**config.mk**
```make
export PLATFORM = sky130hd
export DESIGN_NAME = decode_stage
export DESIGN_NICKNAME = d
export VERILOG_FILES = /design/src/rtl/decode_stage.sv
export SDC_FILE = /design/constraint.sdc
export NUM_CORES = 1
export LEC_CHECK = 0
export BUFFER_PORTS_ARGS = -buffer_cell sky130_fd_sc_hd__buf_2
export CAP_MARGIN = 10
export CORE_MARGIN = 2
export CORE_UTILIZATION = 55
export DETAILED_ROUTE_END_ITERATION = 12
export GPL_ROUTABILITY_DRIVEN = 0
export PLACE_DENSITY = 0.8
export SLEW_MARGIN = 20
export SYNTH_ARGS = -nofsm -noshare
export SYNTH_HDL_FRONTEND = slang
export SYNTH_SLANG_ARGS = --single-unit
```
**constraint.sdc**
```tcl
create_clock -name clk -period 2.2 [get_ports clk]
set_clock_uncertainty 0.2 [all_clocks]
set_input_delay 0.33 -clock clk [delete_from_list [all_inputs] [get_ports clk]]
set_output_delay 0.33 -clock clk [all_outputs]
set_load 0.03 [all_outputs]
```
**src/rtl/decode_stage.sv**
```systemverilog
// rtl/decode_stage.sv - RV32I decode stage with a two-entry skid buffer on its output

package decode_pkg;

  typedef enum logic [3:0] {
    ALU_ADD = 4'd0,
    ALU_SUB = 4'd1,
    ALU_AND = 4'd2,
    ALU_OR  = 4'd3,
    ALU_XOR = 4'd4,
    ALU_SLL = 4'd5,
    ALU_SRL = 4'd6,
    ALU_SRA = 4'd7
  } alu_op_e;

  typedef struct packed {
    logic    reg_write;
    alu_op_e alu_op;
    logic    use_imm;
    logic    is_branch;
  } ctrl_t;

endpackage

module decode_stage
  import decode_pkg::*;
#(
  parameter int XLEN = 32,
  parameter int PC_W = XLEN
) (
  input  logic            clk,
  input  logic            rst_n,
  input  logic            flush,
  input  logic            in_valid,
  output logic            in_ready,
  input  logic [31:0]     in_inst,
  input  logic [PC_W-1:0] in_pc,
  output logic            out_valid,
  input  logic            out_ready,
  output ctrl_t           out_ctrl,
  output logic [4:0]      out_rs1,
  output logic [4:0]      out_rs2,
  output logic [4:0]      out_rd,
  output logic [XLEN-1:0] out_imm,
  output logic [PC_W-1:0] out_pc,
  output logic            out_mem_read,
  output logic            out_mem_write,
  output logic            out_is_jump,
  output logic            out_illegal
);

  localparam logic [6:0] OPC_OP     = 7'h33;
  localparam logic [6:0] OPC_OP_IMM = 7'h13;
  localparam logic [6:0] OPC_LOAD   = 7'h03;
  localparam logic [6:0] OPC_STORE  = 7'h23;
  localparam logic [6:0] OPC_BRANCH = 7'h63;
  localparam logic [6:0] OPC_LUI    = 7'h37;
  localparam logic [6:0] OPC_JAL    = 7'h6F;

  localparam int CW    = $bits(ctrl_t);
  localparam int BUS_W = CW + 15 + XLEN + PC_W + 4;

  typedef enum logic [1:0] {
    EMPTY = 2'd0,
    ONE   = 2'd1,
    TWO   = 2'd2
  } state_e;

  // Decoded fields of the incoming instruction
  ctrl_t             dec_ctrl;
  logic [4:0]        dec_rs1;
  logic [31:0]       dec_imm32;
  logic              dec_mem_read;
  logic              dec_mem_write;
  logic              dec_is_jump;
  logic              dec_illegal;
  logic [BUS_W-1:0]  dec_bus;

  logic [6:0] opcode;
  logic [2:0] funct3;
  logic [6:0] funct7;
  logic [31:0] imm_i, imm_s, imm_b, imm_u, imm_j;

  assign opcode = in_inst[6:0];
  assign funct3 = in_inst[14:12];
  assign funct7 = in_inst[31:25];

  assign imm_i = {{20{in_inst[31]}}, in_inst[31:20]};
  assign imm_s = {{20{in_inst[31]}}, in_inst[31:25], in_inst[11:7]};
  assign imm_b = {{19{in_inst[31]}}, in_inst[31], in_inst[7], in_inst[30:25], in_inst[11:8], 1'b0};
  assign imm_u = {in_inst[31:12], 12'b0};
  assign imm_j = {{11{in_inst[31]}}, in_inst[31], in_inst[19:12], in_inst[20], in_inst[30:21], 1'b0};

  // Combinational instruction decode; illegal encodings leave all side-effect flags clear
  always_comb begin
    dec_ctrl      = '0;
    dec_ctrl.alu_op = ALU_ADD;
    dec_rs1       = in_inst[19:15];
    dec_imm32     = '0;
    dec_mem_read  = 1'b0;
    dec_mem_write = 1'b0;
    dec_is_jump   = 1'b0;
    dec_illegal   = 1'b0;
    case (opcode)
      OPC_OP: begin
        dec_ctrl.reg_write = 1'b1;
        case (funct3)
          3'b000: dec_ctrl.alu_op = (funct7 == 7'h20) ? ALU_SUB : ALU_ADD;
          3'b111: dec_ctrl.alu_op = ALU_AND;
          3'b110: dec_ctrl.alu_op = ALU_OR;
          3'b100: dec_ctrl.alu_op = ALU_XOR;
          3'b001: dec_ctrl.alu_op = ALU_SLL;
          3'b101: dec_ctrl.alu_op = (funct7 == 7'h20) ? ALU_SRA : ALU_SRL;
          default: dec_illegal = 1'b1;
        endcase
        if (funct7 != 7'h00 && funct7 != 7'h20) dec_illegal = 1'b1;
      end
      OPC_OP_IMM: begin
        dec_ctrl.reg_write = 1'b1;
        dec_ctrl.use_imm   = 1'b1;
        dec_imm32          = imm_i;
        case (funct3)
          3'b111: dec_ctrl.alu_op = ALU_AND;
          3'b110: dec_ctrl.alu_op = ALU_OR;
          3'b100: dec_ctrl.alu_op = ALU_XOR;
          3'b001: dec_ctrl.alu_op = ALU_SLL;
          3'b101: dec_ctrl.alu_op = in_inst[30] ? ALU_SRA : ALU_SRL;
          default: dec_ctrl.alu_op = ALU_ADD;
        endcase
      end
      OPC_LOAD: begin
        dec_ctrl.reg_write = 1'b1;
        dec_ctrl.use_imm   = 1'b1;
        dec_mem_read       = 1'b1;
        dec_imm32          = imm_i;
      end
      OPC_STORE: begin
        dec_ctrl.use_imm = 1'b1;
        dec_mem_write    = 1'b1;
        dec_imm32        = imm_s;
      end
      OPC_BRANCH: begin
        dec_ctrl.is_branch = 1'b1;
        dec_ctrl.alu_op    = ALU_SUB;
        dec_imm32          = imm_b;
      end
      OPC_LUI: begin
        dec_ctrl.reg_write = 1'b1;
        dec_ctrl.use_imm   = 1'b1;
        dec_rs1            = 5'd0;
        dec_imm32          = imm_u;
      end
      OPC_JAL: begin
        dec_ctrl.reg_write = 1'b1;
        dec_is_jump        = 1'b1;
        dec_imm32          = imm_j;
      end
      default: dec_illegal = 1'b1;
    endcase
    if (dec_illegal) begin
      dec_ctrl.reg_write = 1'b0;
      dec_ctrl.is_branch = 1'b0;
      dec_mem_read       = 1'b0;
      dec_mem_write      = 1'b0;
      dec_is_jump        = 1'b0;
    end
  end

  assign dec_bus = {dec_ctrl, dec_rs1, in_inst[24:20], in_inst[11:7],
                    XLEN'(signed'(dec_imm32)), in_pc,
                    dec_mem_read, dec_mem_write, dec_is_jump, dec_illegal};

  // Skid buffer control
  state_e           state_q, state_d;
  logic             in_ready_q;
  logic [BUS_W-1:0] main_q, skid_q;
  logic             accept, xfer;
  logic             load_main_in, load_main_skid, load_skid;

  assign accept    = in_valid && in_ready_q;
  assign out_valid = (state_q != EMPTY);
  assign xfer      = out_valid && out_ready;
  assign in_ready  = in_ready_q;

  // State register; in_ready is registered from the next state so out_ready never reaches it combinationally
  always_ff @(posedge clk or negedge rst_n) begin
    if (!rst_n) begin
      state_q    <= EMPTY;
      in_ready_q <= 1'b1;
    end else begin
      state_q    <= state_d;
      in_ready_q <= (state_d != TWO);
    end
  end

  // Next-state and entry load selection; flush overrides any transfer in the same cycle
  always_comb begin
    state_d        = state_q;
    load_main_in   = 1'b0;
    load_main_skid = 1'b0;
    load_skid      = 1'b0;
    if (flush) begin
      state_d = EMPTY;
    end else begin
      case (state_q)
        EMPTY: if (accept) begin
          state_d      = ONE;
          load_main_in = 1'b1;
        end
        ONE: begin
          if (accept && xfer) begin
            load_main_in = 1'b1;
          end else if (accept) begin
            state_d   = TWO;
            load_skid = 1'b1;
          end else if (xfer) begin
            state_d = EMPTY;
          end
        end
        TWO: if (xfer) begin
          state_d        = ONE;
          load_main_skid = 1'b1;
        end
        default: state_d = EMPTY;
      endcase
    end
  end

  // Entry storage: main drives the outputs, skid holds the younger instruction
  always_ff @(posedge clk or negedge rst_n) begin
    if (!rst_n) begin
      main_q <= '0;
      skid_q <= '0;
    end else begin
      if (load_main_in)        main_q <= dec_bus;
      else if (load_main_skid) main_q <= skid_q;
      if (load_skid)           skid_q <= dec_bus;
    end
  end

  assign {out_ctrl, out_rs1, out_rs2, out_rd, out_imm, out_pc,
          out_mem_read, out_mem_write, out_is_jump, out_illegal} = main_q;

endmodule
```
==> results of run 1 <==
sequential cells by signal, indices dropped and copies added, names as in the netlist:
register  cells
skid_q       89
state_q       2
in_ready      1
main_q       89
area by class of cell:
cell class / instances / area share, %
Tap cell: 184 / 2.20
Multi-Input combinational cell: 583 / 31.7
Inverter: 4 / 0.144
Sequential cell: 181 / 43.4
Clock inverter: 10 / 0.911
Timing Repair Buffer: 244 / 17.0
Clock buffer: 22 / 4.64
per-layer routing:
metal | vias to the layer above | track usage (%) | share of wire (%)
li1 | 3230 | - | -
met1 | 3296 | 37.0 | 45
met2 | 264 | 42.0 | 48
met3 | 25 | 4.97 | 5.8
met4 | 0 | 6.93 | 1.3
met5 | - | 0 | 0
power breakdown:
group / switching (mW) / leakage [nW] / total, mW / internal, mW
Combinational: 1.37 / 2.21 / 2.14 / 0.772
Sequential: 0.348 / 2.29 / 4.29 / 3.94
Clock: 1.30 / 0.283 / 2.99 / 1.69
Total: 3.02 / 4.79 / 9.42 / 6.40
layout by cell type, fill, tap and decap left out, types with 20 or more instances in the layout:
cell | synthesis | final
a211oi_1 | 37 | 35
a21oi_1 | 34 | 34
a31oi_1 | 24 | 24
buf_2 | 31 | 158
dfrtp_1 | 180 | 180
dlygate4sd3_1 | 0 | 51
mux2i_1 | 54 | 54
nand2_1 | 232 | 232
nor2_1 | 20 | 20
nor2b_1 | 40 | 40
o21ai_1 | 74 | 74
final timing paths:
path / from / end / slack (ns)
max: flush / main_q[49] / 0.04
max in group asynchronous: rst_n / skid_q[31] / 0.94
min: in_inst[20] / main_q[73] / 0.01
min reg2reg: skid_q[1] / skid_q[1] / 0.28
min in group asynchronous: rst_n / main_q[7] / 0.19
max reg2reg: state_q[0] / main_q[49] / 0.15
cells by family after synthesis:
kind of cell / after synthesis
muxes: 56
and+or+nand+nor: 328
xor gates and xnor gates: 2
DFF: 181
other: 1
buffers and inverters: 64
AOI/OAI and AO/OA: 196
what timing repair did:
action	CTS	global route
hold buffers	51	0
setup endpoints to repair	0	16
resized for setup	0	4
setup buffers	0	2
hold endpoints to repair	167	0
metrics by stage:
stage / hold WS, ns / cells
3_3_place_gp: 0.0790 / 1141
3_5_place_dp: 0.0790 / 1141
4_1_cts: 0.000359 / 1224
2_1_floorplan: -0.166 / 828
5_1_grt: 0.0203 / 1228
6_report: 0.0123 / 1228
worst max-delay path: cells and delay by family:
family	cells	cell delay [ns]
and+or+nand+nor	2	0.34
buffers and inverters	5	1.22
AOI/OAI and AO/OA	2	0.34
==> metrics.csv, run 1 <==
stage,metric,value,unit
sta,setup_viol,0,
global_route,antenna_found_initial,0,
synthesis,synth_ff_type,dfrtp_1,
drt,firstDrtPassIters,6,
drt,routedWlPerCell,16.8,um
worst_setup_path,critPathKind,in2reg,
global_route,grt_max_degree,79,
synthesis,synth_top_area_share,55.3,%
synthesis,yosys-top-cells-area,"dfrtp_1 (55%), nand2_1 (11%), mux2i_1 (6.6%)",
sta,drv_slew,0,
cts,cts_tree,built,
cells_and_area,drive_gt1_share,23.7,%
cts,clk_pin_slew_worst_paths,0.06,ns
drt,drt_wl_total,20700,um
run,cap_violations,0,
cts,root_buffer,clkbuf_16,
cells_and_area,final_util,72.1,%
cells_and_area,area_growth,28.3,%
worst_setup_path,cp_max_fo,21,
worst_setup_path,r2r_cells,7,
synthesis,synthMuxAreaShare,6.96,%
cells_and_area,fillers,1009,
sta,fmax,463,MHz
cells_and_area,num_antenna_cells,0,
worst_hold_path,hold_depth,3,
worst_setup_path,critical_path.cell_chain,dlygate4sd3_1 > buf_2 > nor4bb_4 > buf_4 > buf_12 > buf_12 > nor2b_1 > a211oi_1 > a21oi_1,
synthesis,synth-seq-cells,181,
worst_setup_path,crit_path_top_delay_cell,dlygate4sd3_1,
global_route,grtUsageTotal,26.1,%
synthesis,yosysTopAreaCell,dfrtp_1,
sta,worst_slack,0.0387,ns
synthesis,synthesis.nets,897,
die,rows,44,
die,initial_core_util,56.2,%
sta,slew-limit-headroom,62.1,%
global_route,grt_pass1_vias,6678,
drt,drtIter0Drc,625,
worst_setup_path,worstSetupStartpointType,input port,
synthesis,ys_async_sr_fraction,100,%
die,dieArea,15800,sq um
cts,clock_path_buffers,2,
power_and_ir_drop,p_per_area,902,nW/um^2
worst_setup_path,critPathMostFrequentCell,buf_12,
placed_design,pre_cts_ws,0.180,ns
worst_setup_path,worst_ep_required_time,2.30,ns
synthesis,synth-seq-area-share,55.6,%
sta,tightest_slew,0.568,ns
global_route,grt-ovfl-total,0,
outcome,status,"complete, no violations",
power_and_ir_drop,irDropWorstVdd,0.666,mV
cts,clk_latency,0.43,ns
drt,vias,6815,
synthesis,ys_types,53,
placed_design,placed_cell_area,9270,sq um
cts,htreeDepth,4,
cells_and_area,final_nets,1100,
sta,hold_violations,0,
die,ios,161,
global_route,grt_pass1_wl,33100,um
drt,routed_via_density,5.55,
cells_and_area,ff_latch_area,4530,sq um
cells_and_area,multiInputGateArea,3320,sq um
synthesis,post_synth_xor_area_fraction,0.215,%
placed_design,dp_hpwl,13200,um
synthesis,synth_commonest_cells,"nand2_1 (232), dfrtp_1 (180), o21ai_1 (74)",
die,core,14500,sq um
sta,min_period,2.16,ns
die,fp.dieW,126,um
synthesis,synth_edf_count,0,
synthesis,yosys_warnings,0,
cts,numCtsBuffers,17,
synthesis,synth_simple_gate_area_share,18.3,%
worst_setup_path,cp.arrival,2.26,ns
synthesis,syn_inst,828,
die,die_h,126,um
sta,fin_crit_sh,98.2,%
power_and_ir_drop,power.leakage,4.79,nW
power_and_ir_drop,power,9.42,mW
synthesis,yosysMostFrequentCell,nand2_1,
placed_design,portBuffers,159,
drt,detail-route-antenna-nets,0,
synthesis,synth_compound_area_share,14.7,%
cells_and_area,final_area,10400,sq um
worst_hold_path,hold_path_class,in2reg,
worst_setup_path,critical-path-max-stage-delay,0.55,ns
synthesis,synth_top_family_by_area,simple AND/OR/NAND/NOR gates,
cts,cts_num_sinks,181,
synthesis,syn_avg_cell_area,9.83,sq um
synthesis,yosys.area_share.adder,0,%
sta,fin_setup_tns,0,ns
synthesis,mappedNetlistArea,8140,sq um
drt,drc,0,
worst_setup_path,endpoint_kind,register,
Note: power is estimated with default switching activity, not from simulation.
==> run 2: changes to the inputs <==
Settings changed: CORE_UTILIZATION 55 to 45, PLACE_DENSITY 0.8 to 0.67.
==> run 2 against run 1 <==
  * Register-to-register slack gained 0.10 ns
  * Worst setup slack gained 0.065 ns
  * Combinational power is essentially flat
  * Global-route usage shrank 4.6 points
  * Highest routed layer unchanged
  * Sequential power is essentially flat
  * Sequential share of layout area shrank 0.29 points
  * Hold slack gained 0.0046 ns
  * Non-clock buffer count grew 8
  * Power shrank 0.89%
==> metrics.csv, run 2 (same netlist as run 1, synthesis figures left out) <==
stage,metric,value,unit,change
sta,drv_slew,0,,unchanged
worst_setup_path,r2r-start,in_ready,,
worst_setup_path,worst_ep_required_time,2.30,ns,about the same
run,cap_violations,0,,unchanged
worst_setup_path,startpoint,flush,,
cts,post-cts-setup-buffers,0,,unchanged
global_route,grtUsageTotal,21.5,%,-4.6 points
drt,drtIter0Drc,390,,-38%
drt,routed_via_density,5.19,,-6.5%
worst_setup_path,worstSetupStartpointType,input port,,
power_and_ir_drop,power,9.34,mW,-0.89%
die,fp.dieW,139,um,+10%
cts,clk_pin_slew_worst_paths,0.06,ns,about the same
drt,vias,6648,,-2.5%
cts,cts_tree,built,,
cells_and_area,final_nets,1108,,+0.73%
drt,detail-route-antenna-nets,0,,unchanged
cells_and_area,layout_commonest_cell,nand2_1,,
worst_setup_path,critical_path.cell_chain,dlygate4sd3_1 > buf_2 > nor4bb_4 > buf_6 > buf_12 > nor2b_1 > a211oi_1 > a21oi_1,,
worst_setup_path,cp_max_fo,24,,+14%
drt,drt_wl_total,20200,um,-2.3%
outcome,status,"complete, no violations",,
cts,htreeDepth,4,,unchanged
global_route,antenna_found_initial,0,,unchanged
worst_setup_path,cp.arrival,2.20,ns,-0.06 ns
sta,min_period,2.10,ns,-0.0647 ns
worst_hold_path,holdCritStartpoint,out_ready,,
cts,root_buffer,clkbuf_16,,
worst_setup_path,critPathKind,in2reg,,
die,ios,161,,unchanged
cells_and_area,area_growth,29.1,%,
cells_and_area,num_antenna_cells,0,,unchanged
sta,tightest_slew,0.561,ns,-0.00706 ns
drt,firstDrtPassIters,5,,-1
die,core,17800,sq um,+23%
sta,rsz0062_at_grt,false,,
placed_design,dp_hpwl,13700,um,+3.8%
power_and_ir_drop,irDropWorstVdd,0.575,mV,-14%
global_route,grt-ovfl-total,0,,unchanged
cts,numCtsBuffers,17,,unchanged
die,dieArea,19200,sq um,+21%
power_and_ir_drop,power.leakage,4.80,nW,+0.30%
sta,fin_setup_tns,0,ns,unchanged
worst_setup_path,critical-path-max-stage-delay,0.53,ns,-0.02 ns
drt,routedWlPerCell,15.8,um,-6.3%
sta,setup_viol,0,,unchanged
sta,fmax,477,MHz,+3.1%
worst_setup_path,endpoint_kind,register,,
cells_and_area,drive_gt1_share,23.9,%,+0.20 points
cts,clock_path_buffers,2,,unchanged
placed_design,portBuffers,159,,unchanged
die,die_h,139,um,+10%
global_route,grt_pass1_wl,33500,um,+1.1%
worst_setup_path,crit_path_top_delay_cell,dlygate4sd3_1,,
global_route,grt_pass1_vias,6318,,-5.4%
cts,clk_latency,0.42,ns,about the same
power_and_ir_drop,p_per_area,888,nW/um^2,-1.5%
die,initial_core_util,45.6,%,-11 points
sta,hold_violations,0,,unchanged
cells_and_area,layout_common_cells,"nand2_1 (232), dfrtp_1 (180), buf_2 (158)",,
cts,cts_num_sinks,181,,unchanged
worst_hold_path,hold_path_class,in2reg,,
sta,fin_crit_sh,95.3,%,-2.9 points
die,rows,49,,+11%
cells_and_area,top_regs,"main_q (89), skid_q (89), state_q (2)",,
drt,drc,0,,unchanged
sta,slew-limit-headroom,62.6,%,+0.47 points
global_route,grt_max_degree,46,,-42%
==> run 2: cell types whose count changed in the layout (fill, tap and decap cells not counted), sizes merged <==
cell	before	now
clkinv	4	2
buf	191	200
clkinvlp	2	4
clkbuf	24	22
dlygate4sd3	51	52
==> run 2: worst paths after layout <==
| check | to | slack [ns] | depth (start not counted) |
|---|---|---|---|
| setup / recovery | main_q[50] | 0.10 | 8 |
| hold / removal | state_q[0] | 0.02 | 3 |
| setup reg to reg | main_q[82] | 0.25 | 6 |
| hold reg to reg | skid_q[35] | 0.27 | 2 |
| max in group asynchronous | main_q[44] | 0.91 | 3 |
| min in group asynchronous | main_q[10] | 0.22 | 2 |
==> run 2: report_power, final <==
group / leakage, nW / switching (mW) / internal (mW)
clock: 0.270 / 1.29 / 1.66
sequential: 2.29 / 0.336 / 3.94
combinational: 2.24 / 1.33 / 0.779
total: 4.80 / 2.96 / 6.38
==> run 2: layer usage <==
metal | routed length (um) | GRT usage, % | vias to the layer above
li1 | - | - | 3266
met1 | 9680 | 31.6 | 3173
met2 | 9210 | 33.2 | 193
met3 | 1070 | 4.23 | 16
met4 | 232 | 5.37 | 0
met5 | 0 | 0 | -
==> run 2: layout make-up <==
cell class	count	area (sq um)
fillers	1529	7330
flip-flops and latches	181	4530
multi-input cells	583	3300
repair buffers	252	1810
clock buffers	22	474
well taps	229	287
clock inverters	10	96.3
inverters	4	15.0
==> run 2: stage by stage <==
stage	cells	cell area (sq um)	setup slack [ns]	hold WS (ns)	utilization, %
CTS	1281	10500	0.0860	0.00116	58.9
floorplan	828	8140	0.205	-0.166	-
global placement	1197	9420	0.182	0.104	52.8
global route	1281	10500	0.0175	0.00218	58.9
finish	1281	10500	0.103	0.0169	58.9
detailed placement	1197	9420	0.186	0.104	52.8
==> run 2: critical path: cells and delay by family <==
family | cells | cell delay [ns]
compound gates | 2 | 0.33
buf+inv | 4 | 1.08
simple gates | 2 | 0.44
==> run 2: what timing repair did <==
item                                    4_1_cts  5_1_grt
hold buffers                                 52        0
endpoints found under the setup margin        0        8
endpoints found under the hold margin       137        0
gates resized for setup                       0        1
